--- config.mk ---
export PLATFORM = sky130hd
export DESIGN_NAME = seq_shift_add_multiplier
export DESIGN_NICKNAME = d
export VERILOG_FILES = /design/src/rtl/seq_shift_add_multiplier.sv
export SDC_FILE = /design/constraint.sdc
export NUM_CORES = 1
export LEC_CHECK = 0
export CAP_MARGIN = 10
export CORE_MARGIN = 2
export CORE_UTILIZATION = 28
export DETAILED_ROUTE_END_ITERATION = 8
export HOLD_SLACK_MARGIN = 0.15
export SETUP_SLACK_MARGIN = 0.2
export SLEW_MARGIN = 0
export SYNTH_ARGS = -nofsm -noshare
export SYNTH_HDL_FRONTEND = slang
export SYNTH_SLANG_ARGS = --single-unit
--- constraint.sdc ---
create_clock -name clk -period 3.1 [get_ports clk]
set_input_delay 0.62 -clock clk [delete_from_list [all_inputs] [get_ports clk]]
set_output_delay 0.62 -clock clk [all_outputs]
set_load 0.01 [all_outputs]
--- src/rtl/seq_shift_add_multiplier.sv ---
// Iterative shift-add multiplier, one multiplier bit retired per clock.
// Optional two's-complement mode enabled by defining SEQ_MUL_SIGNED_EN.
module seq_shift_add_multiplier #(
    parameter int WIDTH_A = 4,
    parameter int WIDTH_B = 4
) (
    input  logic                       clk,
    input  logic                       rst,
`ifdef SEQ_MUL_SIGNED_EN
    input  logic                       sgn_in,
`endif
    input  logic                       in_valid,
    output logic                       in_ready,
    input  logic [WIDTH_A-1:0]         a_in,
    input  logic [WIDTH_B-1:0]         b_in,
    output logic                       out_valid,
    input  logic                       out_ready,
    output logic [WIDTH_A+WIDTH_B-1:0] product,
    output logic                       busy
);

    localparam int WIDTH_P = WIDTH_A + WIDTH_B;
    localparam int CW      = $clog2(WIDTH_B + 1);

    typedef enum logic [1:0] {
        IDLE,
        BUSY,
        DONE
    } state_t;

    state_t             state;
    logic [WIDTH_P-1:0] a_sh;
    logic [WIDTH_P-1:0] acc;
    logic [WIDTH_P-1:0] pp;
    logic [WIDTH_P-1:0] nxt;
    logic [WIDTH_P-1:0] a_ext;
    logic [WIDTH_B-1:0] b_sh;
    logic [CW-1:0]      cnt;
    logic               last;

`ifdef SEQ_MUL_SIGNED_EN
    logic sgn_q;

    assign a_ext = sgn_in ? {{WIDTH_B{a_in[WIDTH_A-1]}}, a_in}
                          : {{WIDTH_B{1'b0}}, a_in};
`else
    assign a_ext = {{WIDTH_B{1'b0}}, a_in};
`endif

    always_comb begin
        last = (cnt == CW'(WIDTH_B - 1));
        pp   = b_sh[0] ? a_sh : '0;
        nxt  = acc + pp;
`ifdef SEQ_MUL_SIGNED_EN
        // In signed mode the MSB of b carries negative weight.
        if (sgn_q && last)
            nxt = acc - pp;
`endif
    end

    always_ff @(posedge clk or posedge rst) begin
        if (rst) begin
            state     <= IDLE;
            in_ready  <= 1'b1;
            out_valid <= 1'b0;
            busy      <= 1'b0;
            product   <= '0;
            cnt       <= '0;
            acc       <= '0;
            a_sh      <= '0;
            b_sh      <= '0;
`ifdef SEQ_MUL_SIGNED_EN
            sgn_q     <= 1'b0;
`endif
        end else begin
            case (state)
                IDLE: begin
                    if (in_valid) begin
                        a_sh     <= a_ext;
                        b_sh     <= b_in;
                        acc      <= '0;
                        cnt      <= '0;
                        state    <= BUSY;
                        in_ready <= 1'b0;
                        busy     <= 1'b1;
`ifdef SEQ_MUL_SIGNED_EN
                        sgn_q    <= sgn_in;
`endif
                    end
                end
                BUSY: begin
                    acc  <= nxt;
                    a_sh <= a_sh << 1;
                    b_sh <= b_sh >> 1;
                    cnt  <= cnt + 1'b1;
                    if (last) begin
                        product   <= nxt;
                        out_valid <= 1'b1;
                        state     <= DONE;
                    end
                end
                DONE: begin
                    if (out_ready) begin
                        out_valid <= 1'b0;
                        busy      <= 1'b0;
                        in_ready  <= 1'b1;
                        state     <= IDLE;
                    end
                end
                default: begin
                    state <= IDLE;
                end
            endcase
        end
    end

endmodule

==> out/metrics.csv, run 1 <==
stage,metric,value,unit
placement,gp_congestion,0.8097,
synthesis,ys_types,40,
outcome,status,finished clean,
die,row_count,29,
flow_run,drv_cap,0,
sta,drv_slew,0,
cts,cts_resized,0,
sta,min_period_over_period,76.06,%
die,initial_utilization,29.38,%
sta,hold_viol_final,0,
synthesis,synth.cell_area,1887,sq um
global_route,grt_pass1_vias,1343,
power_and_ir_drop,total_power,1.995,mW
finish,drive_gt1_share,10.28,%
die,dieHeight,86.09,um
finish,multi_input_area,920.9,sq um
synthesis,postSynthCellCount,186,
power_and_ir_drop,p_leak,1.063,nW
cts,cts-root-buf,clkbuf_8,
sta,fin_skew,0.01193,ns
setup_path,critPathCaptureType,flop,
setup_path,cp-start-kind,flop,
sta,fin_crit,2.358,ns
cts,clk-insertion-delay-late,0.29,ns
cts,cts_buffer_depth,2,
cts,tritoncts,done,
sta,rsz0062_at_grt,false,
placement,dp_hpwl,2714,um
die,core_area,6422,sq um
sta,setup_tns,0,ns
finish,nets,235,
cts,cts_setup_buffers,0,
finish,mostFrequentLayoutCells,"dfrtp_1 (35), clkdlybuf4s50_1 (22), nand2_1 (18)",
setup_path,r2r-start,b_sh[0]$_DFFE_PP0P_,
drt,avgRoutedWirePerCell,13.02,um
drt,ant_nets,0,
hold_path,min-delay-path-class,reg -> reg,
setup_path,crit_path_max_fanout,9,
sta,clock.fmax,424.1,MHz
cts,clk_pin_slew,0.08,ns
finish,seq_area,902.1,sq um
drt,drtIter0Drc,77,
drt,drtPass1Iterations,4,
drt,vias_per_cell,4.794,
sta,holdWs,0.4863,ns
global_route,grt_pass1_wl,6520,um
sta,slew_headroom,56.53,%
placement,port-buffer-count,22,
cts,cts.sinks,36,
setup_path,crit_required,3.28,ns
die,ios,23,
finish,areaGrowthSynthToFinish,22.68,%
setup_path,crit_path_start,b_sh[0]$_DFFE_PP0P_,
setup_path,cp.arrival,2.54,ns
global_route,grt_max_degree,37,
cts,cts_buffers,5,
finish,antennaDiodeCount,0,
power_and_ir_drop,power.density,862.0,nW/um^2
drt,drc,0,
placement,placed_cells,283,
sta,worst_slew_pin_slew,0.6477,ns
sta,finalSetupViolations,0,
drt,drt-total-wl,3789,um
placement,place_ws,0.7610,ns
finish,stdcell_count,291,
global_route,grt_usage,11.14,%
finish,fillCellCount,631,
global_route,grt_overflow,0,
power_and_ir_drop,vdd_ir_drop_max,294.0,uV
cts,htreeDepth,2,
finish,final_common_cell,dfrtp_1,
synthesis,ys_warn_count,0,
die,die_w,86.09,um
synthesis,synth_area_per_cell,10.14,sq um
global_route,antenna_found_initial,0,
cts,holdBufCountCts,0,
synthesis,syn_nets,208,
hold_path,hold_start,b_sh[1]$_DFFE_PP0P_,
die,die_area,7411,sq um
synthesis,ys_seq_elements,36,
drt,via_count,1395,
synthesis,synth_seq_area_share,47.81,%
setup_path,path_class,reg -> reg,
sta,setup_slack,0.7423,ns
-- routing by layer --
layer,routed length (um),global-route usage (%),part of all wire (%)
met5,0,0,0
met1,1942,16.00,51
met3,148,3.176,3.9
met2,1649,16.14,44
met4,49,3.463,1.3
-- final timing paths --
check / slack (ns) / cells after the start / end
setup / recovery: 0.74 / 9 / product[4]$_DFFE_PP0P_
hold reg to reg: 0.49 / 2 / b_sh[1]$_DFFE_PP0P_
setup reg to reg: 0.74 / 9 / product[4]$_DFFE_PP0P_
min in group asynchronous: 0.71 / 3 / b_sh[3]$_DFFE_PP0P_
max in group asynchronous: 2.02 / 3 / in_ready$_DFFE_PP1P_
hold / removal: 0.49 / 2 / b_sh[1]$_DFFE_PP0P_
-- logic make-up after synthesis --
kind of cell | synth area share, %
buffers and inverters | 3.381
xor gates and xnor gates | 3.051
muxes | 3.514
and+or+nand+nor | 17.17
adders and majority gates | 7.029
AOI/OAI and AO/OA | 18.04
DFF | 47.81
-- cells in the mapped netlist --
master	n	area [sq um]
fa_1	1	20.02
clkbuf_1	3	11.26
inv_2	1	3.750
xnor3_1	1	22.52
a21boi_0	1	7.510
ha_1	9	112.6
and3_1	2	12.51
o31ai_1	1	7.510
a221oi_1	1	8.760
dfstp_2	1	26.28
buf_2	3	15.01
a211oi_2	1	12.51
nor2b_1	5	31.28
o21ai_2	1	8.760
a21o_1	1	7.510
and2_1	6	37.54
nand3_1	3	15.01
nand2b_1	3	18.77
o21ai_0	15	75.07
mux2i_1	1	10.01
xor2_1	1	8.760
a211oi_1	1	7.510
o211ai_1	2	15.01
o21ai_1	5	25.02
nand2_2	3	18.77
nor3_1	3	15.01
a22o_1	9	78.83
nor2_1	7	26.28
inv_1	9	33.78
dfrtp_1	35	875.8
mux2_2	3	33.78
a21oi_1	14	70.07
nor2b_4	1	13.76
mux2_1	2	22.52
a31oi_1	1	6.260
or4_1	2	15.01
xnor2_1	3	26.28
nand2_1	18	67.56
a32o_1	1	10.01
and3b_1	6	52.55
-- state kept, by name, indices dropped and copies added (netlist names) --
register and cells:
a_sh 8, acc 8, product 8, b_sh 4
cnt 3, state 2, busy 1, in_ready 1
out_valid 1
-- report_power, final --
group	leakage (nW)	total [mW]	switching [mW]	internal, mW
logic	0.545	0.822	0.430	0.392
clock network	0.0552	0.414	0.175	0.239
registers	0.463	0.760	0.119	0.641
total	1.06	2.00	0.724	1.27
-- critical path: stages (launching register included) --
cell and delay, ns:
dfrtp_1 0.48, and2_1 0.17, ha_1 0.22, inv_1 0.07
fa_1 0.40, nor2b_1 0.16, o21ai_2 0.07, a21oi_1 0.30
nor2b_1 0.10, mux2_2 0.26
-- layout make-up --
cell class              count  area share [%]
clock buffers               6           3.135
clock inverters             2           1.514
inverters                  10           1.622
multi-input cells         134           39.78
flip-flops and latches     36           38.97
well taps                  77           4.162
repair buffers             26           10.81
-- metrics by stage --
step / util [%] / cell area (sq um)
floorplan: - / 1887
CTS: 36.04 / 2315
global route: 36.04 / 2315
global placement: 34.37 / 2207
detailed placement: 34.37 / 2207
finish: 36.04 / 2315
No activity file was read; power rests on OpenSTA's default activity.
==> run 2, diff against run 1 <==
==> constraint.sdc (replaced) <==
create_clock -name clk -period 1.9 [get_ports clk]
set_input_delay 0.38 -clock clk [delete_from_list [all_inputs] [get_ports clk]]
set_output_delay 0.38 -clock clk [all_outputs]
set_load 0.01 [all_outputs]
==> run 2 against run 1 <==
- the flow now finishes with violations (setup timing)
- hold slack got worse by 0.062 ns
- critical path depth increased by 1
- non-clock buffer count increased by 21
- setup slack got worse by 0.82 ns
- critical endpoint is now acc[6]$_DFFE_PP0P_
- largest power group unchanged
==> out/metrics.csv, run 2 (synthesis results as in run 1) <==
stage,metric,value,unit
sta,hold_viol_final,0,
drt,vias_per_cell,4.824,
setup_path,cp_slowest_stage_delay,0.44,ns
sta,finalSetupViolations,4,
sta,clock.fmax,504.5,MHz
finish,antennaDiodeCount,0,
die,row_count,29,
global_route,grt_overflow,0,
power_and_ir_drop,power.density,1342,nW/um^2
sta,slew_headroom,76.26,%
setup_path,crit_path_max_fanout,7,
outcome,status,"complete, but fails checks",
setup_path,cp.arrival,2.22,ns
cts,clk_pin_slew,0.08,ns
cts,htreeDepth,2,
finish,areaGrowthSynthToFinish,36.01,%
outcome,violations,setup timing,
finish,seq_area,903.4,sq um
drt,via_count,1505,
sta,setup_slack,-0.08202,ns
die,ios,23,
global_route,grt_max_degree,37,
global_route,grt_pass1_vias,1519,
placement,gp_congestion,0.8403,
hold_path,min-delay-path-class,in -> async,
drt,drt-total-wl,4156,um
setup_path,worstPathCellList,and2_4 > ha_4 > inv_2 > fa_2 > nor2b_2 > o21ai_2 > a21oi_2 > buf_4 > or4_4 > nand3_2,
finish,mostFrequentLayoutCells,"dfrtp_1 (34), buf_4 (23), clkdlybuf4s50_1 (21)",
drt,avgRoutedWirePerCell,13.32,um
global_route,antenna_found_initial,0,
finish,multi_input_area,1018,sq um
die,dieHeight,86.09,um
finish,drive_gt1_share,25.96,%
setup_path,path_class,reg -> reg,
die,core_area,6422,sq um
setup_path,critPathCaptureType,flop,
placement,placed_cells,303,
cts,cts.sinks,36,
power_and_ir_drop,vdd_ir_drop_max,476.7,uV
finish,final_common_cell,dfrtp_1,
cts,clk-insertion-delay-late,0.29,ns
cts,cts_buffer_depth,2,
cts,tritoncts,done,
die,initial_utilization,29.38,%
setup_path,crit_slowest_cell,dfrtp_2,
setup_path,crit_family,simple AND/OR/NAND/NOR gates,
setup_path,crit_required,2.14,ns
setup_path,path_buf_inv,2,
drt,drtIter0Drc,60,
sta,rsz0062_at_grt,true,
setup_path,cp-start-kind,flop,
sta,fin_crit,1.982,ns
cts,cts-root-buf,clkbuf_8,
flow_run,drv_cap,0,
die,die_area,7411,sq um
sta,drv_slew,0,
drt,drtPass1Iterations,4,
placement,place_ws,-0.05966,ns
finish,nets,256,
finish,reg_top3,"a_sh (8), acc (8), product (8)",
cts,cts_buffers,5,
finish,stdcell_count,312,
drt,ant_nets,0,
die,die_w,86.09,um
global_route,grt_usage,12.34,%
placement,port-buffer-count,22,
sta,min_period_over_period,104.3,%
placement,dp_hpwl,2933,um
power_and_ir_drop,p_leak,1.181,nW
finish,fillCellCount,634,
global_route,grt_pass1_wl,7141,um
sta,fin_skew,0.007072,ns
sta,worst_slew_pin_slew,0.3562,ns
drt,drc,0,
[run 2: cell types whose count changed in the layout (fill, tap and decap cells not counted), moves of 3 or more]
| cell | delta |
|---|---|
| a21oi_1 | -3 |
| ha_4 | +3 |
| buf_4 | +19 |
| ha_1 | -4 |
| a21oi_2 | +3 |
[run 2: routing by layer]
metal / GRT usage, % / up-vias / routed length [um]
li1: - / 752 / -
met1: 16.40 / 727 / 1989
met2: 19.66 / 22 / 2002
met3: 3.176 / 4 / 126
met4: 3.896 / 0 / 38
met5: 0 / - / 0
[run 2: worst register-to-register path: stages, from the launching register on]
cell and delay [ns]:
dfrtp_2 0.44, and2_4 0.16, ha_4 0.15, inv_2 0.05, fa_2 0.20, nor2b_2 0.05, o21ai_2 0.17, a21oi_2 0.08
buf_4 0.14, or4_4 0.41, nand3_2 0.07
[run 2: final timing paths]
kind	start	slack [ns]	cells after the start	endpoint
setup / recovery	b_sh[0]$_DFFE_PP0P_	-0.08	10	acc[6]$_DFFE_PP0P_
hold / removal	rst	0.42	3	product[2]$_DFFE_PP0P_
setup reg to reg	b_sh[0]$_DFFE_PP0P_	-0.08	10	acc[6]$_DFFE_PP0P_
hold reg to reg	cnt[2]$_DFFE_PP0P_	0.49	2	cnt[2]$_DFFE_PP0P_
max in group asynchronous	rst	1.22	3	in_ready$_DFFE_PP1P_
min in group clk	cnt[2]$_DFFE_PP0P_	0.49	2	cnt[2]$_DFFE_PP0P_
[run 2: per-stage QoR]
step	power [mW]	TNS (ns)	hold slack, ns	utilization, %	area [sq um]
after detailed placement	2.801	-0.1728	0.4720	37.03	2379
final	3.444	-0.1862	0.4240	39.96	2566
after global placement	2.773	-0.01075	0.4632	37.03	2379
after global routing	3.740	-0.7134	0.4737	39.96	2566
after floorplan	2.150	-0.008907	0.4498	-	1896
after CTS	3.388	-0.1967	0.4411	38.94	2501
[run 2: power by group]
part	switching (mW)	internal (mW)	total [mW]	leakage, nW
Sequential	0.210	1.05	1.26	0.461
Combinational	0.782	0.848	1.63	0.672
Clock	0.301	0.256	0.556	0.0479
[run 2: layout make-up]
type,count,share of cell area (%)
well taps,77,3.754
clock buffers,5,2.682
inverters,10,1.463
repair buffers,47,16.48
multi-input cells,134,39.69
clock inverters,3,0.7314
flip-flops and latches,36,35.20
[run 2: repair_timing]
| item | CTS | global route |
|---|---|---|
| setup endpoints to repair | 10 | 12 |
| setup buffers | 0 | 1 |
| pin swaps | 8 | 4 |
| resized for setup | 7 | 13 |
| hold buffers | 0 | 0 |
